--- src/rtl/jk_updown_counter_pkg.sv ---
// Shared definitions for the JK-cell up/down counter: the J/K command encoding
// and the terminal count values of a modulo-N range.
package jk_updown_counter_pkg;

  // The command is the {J, K} pair applied to one JK cell.
  typedef enum logic [1:0] {
    JK_HOLD   = 2'b00,
    JK_RESET  = 2'b01,
    JK_SET    = 2'b10,
    JK_TOGGLE = 2'b11
  } jk_cmd_e;

  localparam logic [1:0] JK_CMD_HOLD   = JK_HOLD;
  localparam logic [1:0] JK_CMD_RESET  = JK_RESET;
  localparam logic [1:0] JK_CMD_SET    = JK_SET;
  localparam logic [1:0] JK_CMD_TOGGLE = JK_TOGGLE;

  // Counting up ends at modulus-1; counting down ends at 0.
  function automatic int terminal_value(input logic dir_up, input int modulus);
    return dir_up ? (modulus - 1) : 0;
  endfunction

endpackage

--- src/rtl/jk_updown_counter_jk_cell.sv ---
// One JK flip-flop with synchronous active-high reset; the storage element of
// each counter bit.
module jk_cell
  import jk_updown_counter_pkg::*;
(
  input  logic clk,
  input  logic reset,
  input  logic i_j,
  input  logic i_k,
  output logic o_q
);

  logic r_q;

  // NOTE: state registers use non-blocking assignments so every cell samples
  // its neighbours' pre-edge values, just like real flip-flops.
  always_ff @(posedge clk) begin
    if (reset) begin
      r_q <= 1'b0;
    end else begin
      unique case (jk_cmd_e'({i_j, i_k}))
        JK_HOLD:   r_q <= r_q;
        JK_RESET:  r_q <= 1'b0;
        JK_SET:    r_q <= 1'b1;
        JK_TOGGLE: r_q <= ~r_q;
        default:   r_q <= r_q;
      endcase
    end
  end

  assign o_q = r_q;

endmodule

--- src/rtl/jk_updown_counter.sv ---
// Synchronous modulo-MODULUS up/down counter built from JK cells, with parallel
// load, terminal-count flag and registered wrap / load-error pulses.
module jk_updown_counter #(
  parameter int WIDTH   = 4,
  parameter int MODULUS = 10
) (
  input  logic             clk,
  input  logic             reset,
  input  logic             en,
  input  logic             up,
  input  logic             load,
  input  logic [WIDTH-1:0] din,
  output logic [WIDTH-1:0] q,
  output logic             tc,
  output logic             wrap,
  output logic             load_err
);
  import jk_updown_counter_pkg::*;

  localparam logic [WIDTH-1:0] MAX_Q   = WIDTH'(terminal_value(1'b1, MODULUS));
  localparam logic [WIDTH-1:0] MIN_Q   = WIDTH'(terminal_value(1'b0, MODULUS));
  localparam logic [WIDTH:0]   MOD_EXT = (WIDTH+1)'(MODULUS);

  logic [WIDTH-1:0] w_q;
  logic [WIDTH-1:0] w_next;
  logic [WIDTH-1:0] w_j;
  logic [WIDTH-1:0] w_k;
  logic             w_wrap_d;
  logic             w_err_d;
  logic             r_wrap;
  logic             r_load_err;

  // NOTE: every combinational output gets a default first, so no path can
  // leave a signal unassigned and infer a latch.
  always_comb begin
    w_next   = w_q;
    w_j      = '0;
    w_k      = '0;
    w_wrap_d = 1'b0;
    w_err_d  = 1'b0;
    if (load) begin
      if ({1'b0, din} < MOD_EXT) begin
        w_next = din;
      end else begin
        w_next  = MIN_Q;
        w_err_d = 1'b1;
      end
      w_j = w_next;
      w_k = ~w_next;
    end else if (en) begin
      // Arithmetic is widened by one bit so q+1 cannot overflow at 2^WIDTH-1.
      if (up) begin
        if (w_q == MAX_Q) begin
          w_next   = MIN_Q;
          w_wrap_d = 1'b1;
        end else begin
          w_next = WIDTH'({1'b0, w_q} + 1'b1);
        end
      end else begin
        if (w_q == MIN_Q) begin
          w_next   = MAX_Q;
          w_wrap_d = 1'b1;
        end else begin
          w_next = WIDTH'({1'b0, w_q} - 1'b1);
        end
      end
      w_j = w_q ^ w_next;
      w_k = w_q ^ w_next;
    end
  end

  for (genvar gi = 0; gi < WIDTH; gi++) begin : g_cell
    jk_cell u_cell (
      .clk   (clk),
      .reset (reset),
      .i_j   (w_j[gi]),
      .i_k   (w_k[gi]),
      .o_q   (w_q[gi])
    );
  end

  always_ff @(posedge clk) begin
    if (reset) begin
      r_wrap     <= 1'b0;
      r_load_err <= 1'b0;
    end else begin
      r_wrap     <= w_wrap_d;
      r_load_err <= w_err_d;
    end
  end

  assign q        = w_q;
  assign tc       = (up && (w_q == MAX_Q)) || (!up && (w_q == MIN_Q));
  assign wrap     = r_wrap;
  assign load_err = r_load_err;

endmodule

--- config.mk ---
export PLATFORM = sky130hd
export DESIGN_NAME = jk_updown_counter
export DESIGN_NICKNAME = d
export VERILOG_FILES = /design/src/rtl/jk_updown_counter_pkg.sv /design/src/rtl/jk_updown_counter_jk_cell.sv /design/src/rtl/jk_updown_counter.sv
export SDC_FILE = /design/constraint.sdc
export NUM_CORES = 1
export LEC_CHECK = 0
export BUFFER_PORTS_ARGS = -buffer_cell sky130_fd_sc_hd__buf_4
export CORE_UTILIZATION = 35
export CTS_CLUSTER_DIAMETER = 100
export DETAILED_ROUTE_END_ITERATION = 10
export HOLD_SLACK_MARGIN = 0.1
export PLACE_DENSITY_LB_ADDON = 0.1
export SYNTH_ARGS = -nofsm -noshare
export SYNTH_HDL_FRONTEND = slang
export SYNTH_SLANG_ARGS = --single-unit
--- constraint.sdc ---
create_clock -name clk -period 2 [get_ports clk]
set_input_delay 0.1 -clock clk [delete_from_list [all_inputs] [get_ports clk]]
set_output_delay 0.1 -clock clk [all_outputs]
set_load 0.005 [all_outputs]
== Yosys cells after proc, flatten, opt, wreduce, memory -nomap -nowiden ==
Index checks and enable logic that the tools add are counted.

* Output and inout port bits: 7
* Memories kept: 0
* Bits in read-only memories: 0
* Latch bits: 0
* Word-level logic and storage cells: 59
* Memory bits (writable): 0
* Bits of input ports: 9
* Bits in registers: 6

* Shift operators: 0
* $add $sub $neg: 2
* $lt $le $gt $ge: 1
* Bitwise logic cells: 8
* Div/mod/pow operators: 0
* Reduce and logical (&&, ||, !) cells: 11
* Muxes and demuxes: 18
* $mul: 0
* Equality and inequality tests: 13

{| class="wikitable"
|+ Operators with widths
! kind !! count
|-
| 2-to-1 mux 4 bit || 10
|-
| equality test 2 bit, second input constant || 8
|-
| case mux 1 bit (3 select lines) || 4
|-
| equality test 2 x 1 -> 1 bit, second input constant || 4
|-
| zero test 2 bit || 4
|-
| inverter 1 bit || 6
|-
| adder 4 x 1 -> 4 bit, second input constant || 1
|-
| equality test 4 bit, second input constant || 1
|-
| zero test 4 bit || 1
|-
| < comparator 4 bit, second input constant || 1
|-
| 2-to-1 mux 1 bit || 4
|-
| inverter 4 bit || 1
|-
| subtractor 4 x 1 -> 4 bit, second input constant || 1
|-
| XOR 4 bit || 1
|-
| OR reduction 3 bit || 1
|-
| logical AND 1 bit || 2
|-
| OR reduction 2 bit || 1
|-
| zero test 1 bit || 1
|-
| logical OR 1 bit || 1
|}

== Logic depth before layout (Yosys ltp) ==
Gate-level depths: netlist (run 1).

* Word-level depth: 10
* Gate-level depth with buffers: 6
* Gate-level depth less buffers: 6

== Modules after synthesis ==
A second synthesis (run 1) with hierarchy kept.

* Cell total of the unflattened synthesis: 53
* Area, all modules: 390.4 µm²

{| class="wikitable"
|+ Modules (own cells, without submodules)
! module !! seq. area each (µm²) !! cells each !! instances !! area each (µm²)
|-
| jk_updown_counter || 40.0 || 41 || 1 || 265.3
|-
| jk_cell || 20.0 || 3 || 4 || 31.3
|}

== Worst setup path after synthesis (run 1) ==
OpenSTA, ideal clock, no wires.

* Path kind: reg-to-reg
* Start: register g_cell[0].u_cell.r_q
* End: register g_cell[2].u_cell.r_q
* Data required time: 1.930 ns
* Library setup time: 0.070 ns
* Period minus slack after synthesis: 1.501 ns
* Setup slack: 0.499 ns
* Stages on the path, launching flop included: 7
* Data arrival time: 1.431 ns
* Buffers on the path: 0
* Cell sequence: dfxtp_1 > inv_1 > ha_1 > nand2b_1 > a21oi_1 > or4_1 > a21oi_1

* Word-level cells in the longest chain between the ends: 10
* Elaborated cells between the ends (all ways): 18
* Those cells by class: add/sub (2); eq/ne (4); mux (9); bitwise (1); reduce/logical (2)

{| class="wikitable"
|+ RTL lines
! what !! RTL line !! RTL
|-
| from (decl) || jk_updown_counter_jk_cell.sv:13 || <nowiki>logic r_q;</nowiki>
|-
| from (signal assigned) || jk_updown_counter_jk_cell.sv:22 || <nowiki>JK_HOLD: r_q <= r_q;</nowiki>
|-
| from (signal assigned) || jk_updown_counter_jk_cell.sv:25 || <nowiki>JK_TOGGLE: r_q <= ~r_q;</nowiki>
|-
| from (signal assigned) || jk_updown_counter_jk_cell.sv:26 || <nowiki>default: r_q <= r_q;</nowiki>
|-
| subtractor 4 x 1 -> 4 bit (tied with other cells) || jk_updown_counter.sv:64 || <nowiki>w_next = WIDTH'({1'b0, w_q} - 1'b1);</nowiki>
|-
| 2-to-1 mux 4 bit (on tied branches) || jk_updown_counter.sv:60, jk_updown_counter.sv:53 ||
|-
| 2-to-1 mux 4 bit (*) || jk_updown_counter.sv:52 || <nowiki>if (up) begin</nowiki>
|-
| 2-to-1 mux 4 bit (*) || jk_updown_counter.sv:50 || <nowiki>end else if (en) begin</nowiki>
|-
| 2-to-1 mux 4 bit (*) || jk_updown_counter.sv:41 || <nowiki>if (load) begin</nowiki>
|-
| XOR 4 bit (*) || jk_updown_counter.sv:67, jk_updown_counter.sv:68 ||
|-
| 2-to-1 mux 4 bit (*) || jk_updown_counter.sv:50 ||
|-
| 2-to-1 mux 4 bit || jk_updown_counter.sv:41 ||
|-
| equality test 2 bit or equality test 2 x 1 -> 1 bit (tied branches) || jk_updown_counter_jk_cell.sv:21 || <nowiki>unique case (jk_cmd_e'({i_j, i_k}))</nowiki>
|-
| case mux 1 bit (3 select lines) || jk_updown_counter_jk_cell.sv:21 ||
|-
| to (signal assigned) || jk_updown_counter_jk_cell.sv:22 ||
|-
| to (signal assigned) || jk_updown_counter_jk_cell.sv:25 ||
|-
| to (signal assigned) || jk_updown_counter_jk_cell.sv:26 ||
|-
| to (decl) || jk_updown_counter_jk_cell.sv:13 ||
|}

Every way passes the cells marked *; elsewhere a longest branch is shown, timed or not. The select of a mux whose other input is x is not followed.
A chain may end at the register's enable or synchronous reset.

== Final worst setup path (run 1) ==
* Start: register g_cell[0].u_cell.r_q
* End: register g_cell[3].u_cell.r_q

* Word-level cells in the longest chain between the ends: 10
* Elaborated cells between the ends (all ways): 18
* Those cells by class: add/sub (2); eq/ne (4); mux (9); bitwise (1); reduce/logical (2)

{| class="wikitable"
|+ RTL lines
! what !! RTL line
|-
| subtractor 4 x 1 -> 4 bit (tied with other cells) || jk_updown_counter.sv:64
|-
| 2-to-1 mux 4 bit (on tied branches) || jk_updown_counter.sv:60, jk_updown_counter.sv:53
|-
| 2-to-1 mux 4 bit (*) || jk_updown_counter.sv:52
|-
| 2-to-1 mux 4 bit (*) || jk_updown_counter.sv:50
|-
| 2-to-1 mux 4 bit (*) || jk_updown_counter.sv:41
|-
| XOR 4 bit (*) || jk_updown_counter.sv:67, jk_updown_counter.sv:68
|-
| 2-to-1 mux 4 bit (*) || jk_updown_counter.sv:50
|-
| 2-to-1 mux 4 bit || jk_updown_counter.sv:41
|-
| equality test 2 bit or equality test 2 x 1 -> 1 bit (tied branches) || jk_updown_counter_jk_cell.sv:21
|-
| case mux 1 bit (3 select lines) || jk_updown_counter_jk_cell.sv:21
|-
| to (signal assigned) || jk_updown_counter_jk_cell.sv:22
|-
| to (signal assigned) || jk_updown_counter_jk_cell.sv:25
|-
| to (signal assigned) || jk_updown_counter_jk_cell.sv:26
|-
| to (decl) || jk_updown_counter_jk_cell.sv:13
|}

Marked as above.

==> results.sh, run 1 <==
export IMPL_status="finished, final reports clean"
export IMPL_syn_area_sq_um=507
export IMPL_clk_latency_ps=240
export IMPL_synth_fp_nets=76
export IMPL_p_int_mw=0.242
export IMPL_grt_busiest_layer="met2"
export IMPL_clock_sinks=6
export IMPL_yosysWarnings=0
export IMPL_tightestPinTransition_ps=359
export IMPL_wire_per_inst_um=11.8
export IMPL_vdd_drop_max_mv=0.330
export IMPL_post_cts_buffers=0
export IMPL_syn2layout_area_growth_pct=19.0
export IMPL_finalSetupTns_ps=0
export IMPL_cp_end_kind="flop"
export IMPL_finalMaxSlewViolations=0
export IMPL_fmax_ghz=0.607
export IMPL_netlist_instances=64
export IMPL_cp_max_fo=8
export IMPL_ys_ff_latch=6
export IMPL_root_buffer="clkbuf_4"
export IMPL_cts_buffer_depth=2
export IMPL_use_met1_pct=22.3
export IMPL_leakage_nw=0.268
export IMPL_gp_congestion=0.749
export IMPL_path_clk_slew_ps=40
export IMPL_start_kind="flop"
export IMPL_hold_viol=0
export IMPL_power_total_mw=0.338
export IMPL_async_flop_share_pct=0
export IMPL_synth_main_ff_cell="dfxtp_1"
export IMPL_postSynthAreaPerCell_sq_um=7.92
export IMPL_antenna_found_initial=0
export IMPL_setup_viol=0
export IMPL_min_period_over_period_pct=82.4
export IMPL_critPathKind="reg2reg"
export IMPL_io_buffers=15
export IMPL_grtUsageMet3_pct=3.33
export IMPL_rsz0062_at_grt="false"
export IMPL_num_rows=13
export IMPL_relSlewSlack_pct=76.1
export IMPL_initialDrtViolationCount=17
export IMPL_h_tree_depth=1
export IMPL_clkPwrFrac_pct=33.0
export IMPL_grt_met2_usage_pct=22.6
export IMPL_grt_usage_pct=15.9
export IMPL_drc=0
export IMPL_ys_types=28
export IMPL_antennaDiodeCount=0
export IMPL_p_switching_mw=0.0958
export IMPL_dr_pass1_iters=4
export IMPL_power_density_nw_per_um2=560
export IMPL_grt_pass1_vias=393
export IMPL_hold_class="in2reg"
export IMPL_swShare_pct=28.4
export IMPL_ios=16
export IMPL_grt_pass1_wl_um=1700
export IMPL_grt_max_degree=12
export IMPL_dpl_hpwl_um=834
export IMPL_dieArea_sq_um=1600
export IMPL_nets=90
export IMPL_max_cap_viol_count=0
export IMPL_initial_core_util_pct=38.5
export IMPL_die_w_um=40.1
export IMPL_clock_skew_final_ps=0.874
export IMPL_required_ps=2130
export IMPL_power_frac_seq_pct=40.7
export IMPL_grt_overflow_total=0
export IMPL_synth_edf_count=0
export IMPL_vias=495
export IMPL_tritoncts="yes"
export IMPL_wirelength_um=1070
export IMPL_synth_seq_area_share_pct=23.7
export IMPL_cts_made_buffers=3
export IMPL_core_sq_um=1320
export IMPL_die_h_um=40.1
export IMPL_antenna_left=0
export IMPL_period_needed_ps=1650
export IMPL_combPwrFrac_pct=26.3
export IMPL_cp_data_arrival_time_ps=1770
export IMPL_viasPerCell=5.44
export IMPL_drive_gt1_share_pct=26.3
## through the flow
step	area [sq um]	cells	utilization (%)	hold WS, ps	setup WS [ps]
floorplan	507	64	-	169	499
global placement	571	87	43.3	310	400
detailed placement	571	87	43.3	307	337
CTS	603	91	45.8	133	344
global route	603	91	45.8	153	188
finish	603	91	45.8	132	352
## registers in the layout, indices dropped and copies added, names as in the netlist
name / cells
g_cell.u_cell.o_q: 4
wrap: 1
load_err: 1
## critical path, stage by stage (launching register included)
cell and delay (ps):
dfxtp_1 460, inv_1 80, ha_1 250, nor2b_1 140, o21ai_1 190, a31oi_1 110, o311a_1 300
## cell type report
| class | count | area (sq um) |
|---|---|---|
| well taps | 15 | 18.8 |
| inverters | 4 | 15.0 |
| repair buffers | 17 | 130 |
| fillers | 138 | 714 |
| clock buffers | 3 | 22.5 |
| multi-input cells | 46 | 297 |
| flip-flops and latches | 6 | 120 |
## synth_stat cells (2+ instances only)
master    instances  area share [%]
a21oi_1           5             4.9
a311oi_1          2             3.5
and3b_1           2             3.5
buf_4             4             5.9
buf_6             4             8.9
dfxtp_1           6              24
ha_1              3             7.4
inv_1             4             3.0
nand2_1           5             3.7
nand3_1           2             2.0
nor2_1            7             5.2
nor2b_1           2             2.5
o21ai_0           2             2.0
o311a_1           2             4.0
## routing by layer
layer / routed length [um] / vias up
li1: - / 251
met5: 0 / -
met1: 520 / 231
met4: 8 / 0
met3: 46 / 3
met2: 496 / 10
## final timing paths
| check | from | endpoint | slack [ps] | depth (start not counted) |
|---|---|---|---|---|
| max | g_cell[0].u_cell.o_q | g_cell[3].u_cell.o_q | 350 | 6 |
| min | din[0] | g_cell[0].u_cell.o_q | 130 | 3 |
| max reg2reg | g_cell[0].u_cell.o_q | g_cell[3].u_cell.o_q | 350 | 6 |
| min reg2reg | g_cell[0].u_cell.o_q | g_cell[0].u_cell.o_q | 710 | 3 |
## cells in the final DEF, fill, tap and decap left out, types with 2 or more instances in the layout
cell type and n:
a21oi_1 5, nand2_1 5, inv_1 4, buf_4 16, nand3_1 2, o21ai_0 2
nor2_1 7, and3b_1 2, dfxtp_1 6, a311oi_1 2, nor2b_1 2, clkbuf_4 3
o311a_1 2, ha_1 3
## logic make-up after synthesis
group / share of synthesized area [%]
buffers and inverters: 17.8
adders and majority gates: 7.41
DFF: 23.7
and+or+nand+nor: 26.7
AOI/OAI and AO/OA: 24.4
## repair_timing
item | CTS | global route
hold buffers | 1 | 0
resized for setup | 0 | 0
endpoints found under the setup margin | 0 | 0
hold endpoints to repair | 4 | 0
## power by group through the flow
stage	registers [mW]	clock network [mW]	logic, mW
after global routing	0.139	0.120	0.0994
after CTS	0.137	0.116	0.0890
after floorplan	0.135	0	0.0645
after detailed placement	0.140	0	0.0872
final	0.137	0.111	0.0890
after global placement	0.140	0	0.0881
(Power assumes the default switching activity.)
==> run 2: changes to the inputs <==
- clock period: 2 -> 1.4 ns (I/O delays scaled with it)
==> run 2 against run 1 <==
Non-clock buffer count up 9. Utilization up 9.4 points. Worst setup slack worse by 410 ps. Wire length up 14%. The run now ends with setup timing left. Largest cell class unchanged. Sequential share of layout area down 2.4 points. Clock skew up 4.4 ps. Combinational power up 96%. Clock power up 65%. Global-route usage up 0.88 points. Sequential cell count unchanged. Worst hold slack worse by 14 ps. Design area up 21%. Critical endpoint is now g_cell[0].u_cell.o_q.
==> results.sh, run 2 (same netlist as run 1, synthesis figures left out) <==
export IMPL_crit_path_end="g_cell[0].u_cell.o_q"
export IMPL_cp_depth=6
export IMPL_power_density_nw_per_um2=760
export IMPL_rr_worst_depth=6
export IMPL_syn2layout_area_growth_pct=43.5
export IMPL_gp_congestion=0.753
export IMPL_critPathTopFamily="compound AO/OA/AOI/OAI gates"
export IMPL_dr_pass1_iters=4
export IMPL_h_tree_depth=1
export IMPL_vdd_drop_max_mv=0.467
export IMPL_final_common_cell="buf_4"
export IMPL_dieArea_sq_um=1600
export IMPL_die_h_um=40.1
export IMPL_final_util_pct=55.2
export IMPL_grt_usage_pct=16.8
export IMPL_initialDrtViolationCount=19
export IMPL_relSlewSlack_pct=77.9
export IMPL_die_w_um=40.1
export IMPL_failed_checks="setup timing"
export IMPL_seqCellArea_sq_um=128
export IMPL_leakage_nw=0.324
export IMPL_min_period_over_period_pct=104
export IMPL_io_buffers=15
export IMPL_dpl_hpwl_um=915
export IMPL_crit_buf_inv=1
export IMPL_initial_core_util_pct=38.5
export IMPL_finalMaxSlewViolations=0
export IMPL_core_sq_um=1320
export IMPL_hold_class="in2reg"
export IMPL_cp_data_arrival_time_ps=1640
export IMPL_nets=99
export IMPL_wire_per_inst_um=12.0
export IMPL_status="complete, but fails checks"
export IMPL_cts_made_buffers=3
export IMPL_grt_pass1_vias=399
export IMPL_crit_chain="inv_4, ha_4, nand2b_4, o311a_1, or3_1, a21oi_2"
export IMPL_largest_reg_flops=4
export IMPL_root_buffer="clkbuf_4"
export IMPL_clock_sinks=6
export IMPL_fin_area_sq_um=727
export IMPL_tightestPinTransition_ps=332
export IMPL_cp_max_fo=5
export IMPL_required_ps=1580
export IMPL_cp_slowest_cell="dfxtp_4"
export IMPL_worstReg2RegStart="g_cell[1].u_cell.o_q"
export IMPL_max_cap_viol_count=0
export IMPL_tritoncts="yes"
export IMPL_grt_overflow_total=0
export IMPL_reg2reg_slack_ps=-60
export IMPL_hold_viol=0
export IMPL_ios=16
export IMPL_cp_end_kind="flop"
export IMPL_setup_viol=3
export IMPL_path_clk_slew_ps=50
export IMPL_grt_max_degree=11
export IMPL_vias=536
export IMPL_critPathMaxStageDelay_ps=360
export IMPL_antenna_left=0
export IMPL_num_rows=13
export IMPL_start_kind="flop"
export IMPL_clock_skew_final_ps=5.29
export IMPL_multiInputGateArea_sq_um=335
export IMPL_period_needed_ps=1460
export IMPL_timing_rr_end="g_cell[0].u_cell.o_q"
export IMPL_postPlaceCellArea_sq_um=656
export IMPL_critPathKind="reg2reg"
export IMPL_drive_gt1_share_pct=47.7
export IMPL_rsz0062_at_grt="true"
export IMPL_power_total_mw=0.553
export IMPL_drc=0
export IMPL_grt_pass1_wl_um=1750
export IMPL_finalSetupTns_ps=-137
export IMPL_antennaDiodeCount=0
export IMPL_fmax_ghz=0.687
export IMPL_final_cell_mix="buf_4 (24), nor2_1 (6), nand2_1 (5)"
export IMPL_antenna_found_initial=0
export IMPL_setup_ws_ps=-55.3
export IMPL_critPathLaunch="g_cell[1].u_cell.o_q"
export IMPL_cts_buffer_depth=2
export IMPL_clk_latency_ps=250
export IMPL_post_cts_buffers=0
export IMPL_fillers=130
export IMPL_viasPerCell=5.31
export IMPL_wirelength_um=1220
run 2: cell count changes in the layout (fill, tap and decap cells not counted), moves of 2 or more:
| cell | delta |
|---|---|
| dfxtp_1 | -2 |
| ha_1 | -2 |
| a21oi_2 | +2 |
| a21oi_1 | -2 |
| dfxtp_4 | +2 |
| buf_4 | +8 |
| inv_1 | -2 |
run 2: power breakdown:
part	total [mW]	internal, mW	switching, mW
combinational	0.174	0.0988	0.0756
clock	0.183	0.109	0.0746
sequential	0.195	0.180	0.0150
total	0.553	0.388	0.165
run 2: routing by layer:
layer	track usage [%]	up-vias	wire length, um
li1	-	273	-
met5	0	-	0
met3	3.33	2	54
met4	10.3	0	12
met1	22.9	242	583
met2	23.8	19	566
run 2: repair_timing:
item,in CTS,in global routing
endpoints found under the hold margin,4,0
gates resized for setup,6,4
hold buffers,1,0
endpoints found under the setup margin,4,5
pin swaps,6,2
run 2: area by class of cell:
cell class              count  share of cell area (%)
flip-flops and latches      6                    17.6
inverters                   4                    2.41
clock buffers               4                    3.61
multi-input cells          46                    46.1
well taps                  15                    2.58
repair buffers             26                    27.7
run 2: worst min-delay path by stage:
stage	to	startpoint	depth (start not counted)
after floorplan	g_cell[0].u_cell.o_q	reset	1
after global placement	g_cell[2].u_cell.o_q	reset	2
after detailed placement	g_cell[0].u_cell.o_q	reset	2
after CTS	g_cell[0].u_cell.o_q	din[0]	3
after global routing	g_cell[0].u_cell.o_q	din[0]	3
final	g_cell[0].u_cell.o_q	din[0]	3
run 2: stage by stage:
step / instances / hold WS [ps] / setup slack (ps)
after floorplan: 64 / 129 / 24.8
after global placement: 96 / 281 / -65.4
after detailed placement: 96 / 285 / -80.3
after CTS: 101 / 114 / -81.9
after global routing: 101 / 111 / -123
final: 101 / 118 / -55.3
run 2: worst register-to-register path, stage by stage (launching register included):
cell	delay (ps)
dfxtp_4	360
inv_4	70
ha_4	160
nand2b_4	70
o311a_1	270
or3_1	320
a21oi_2	130
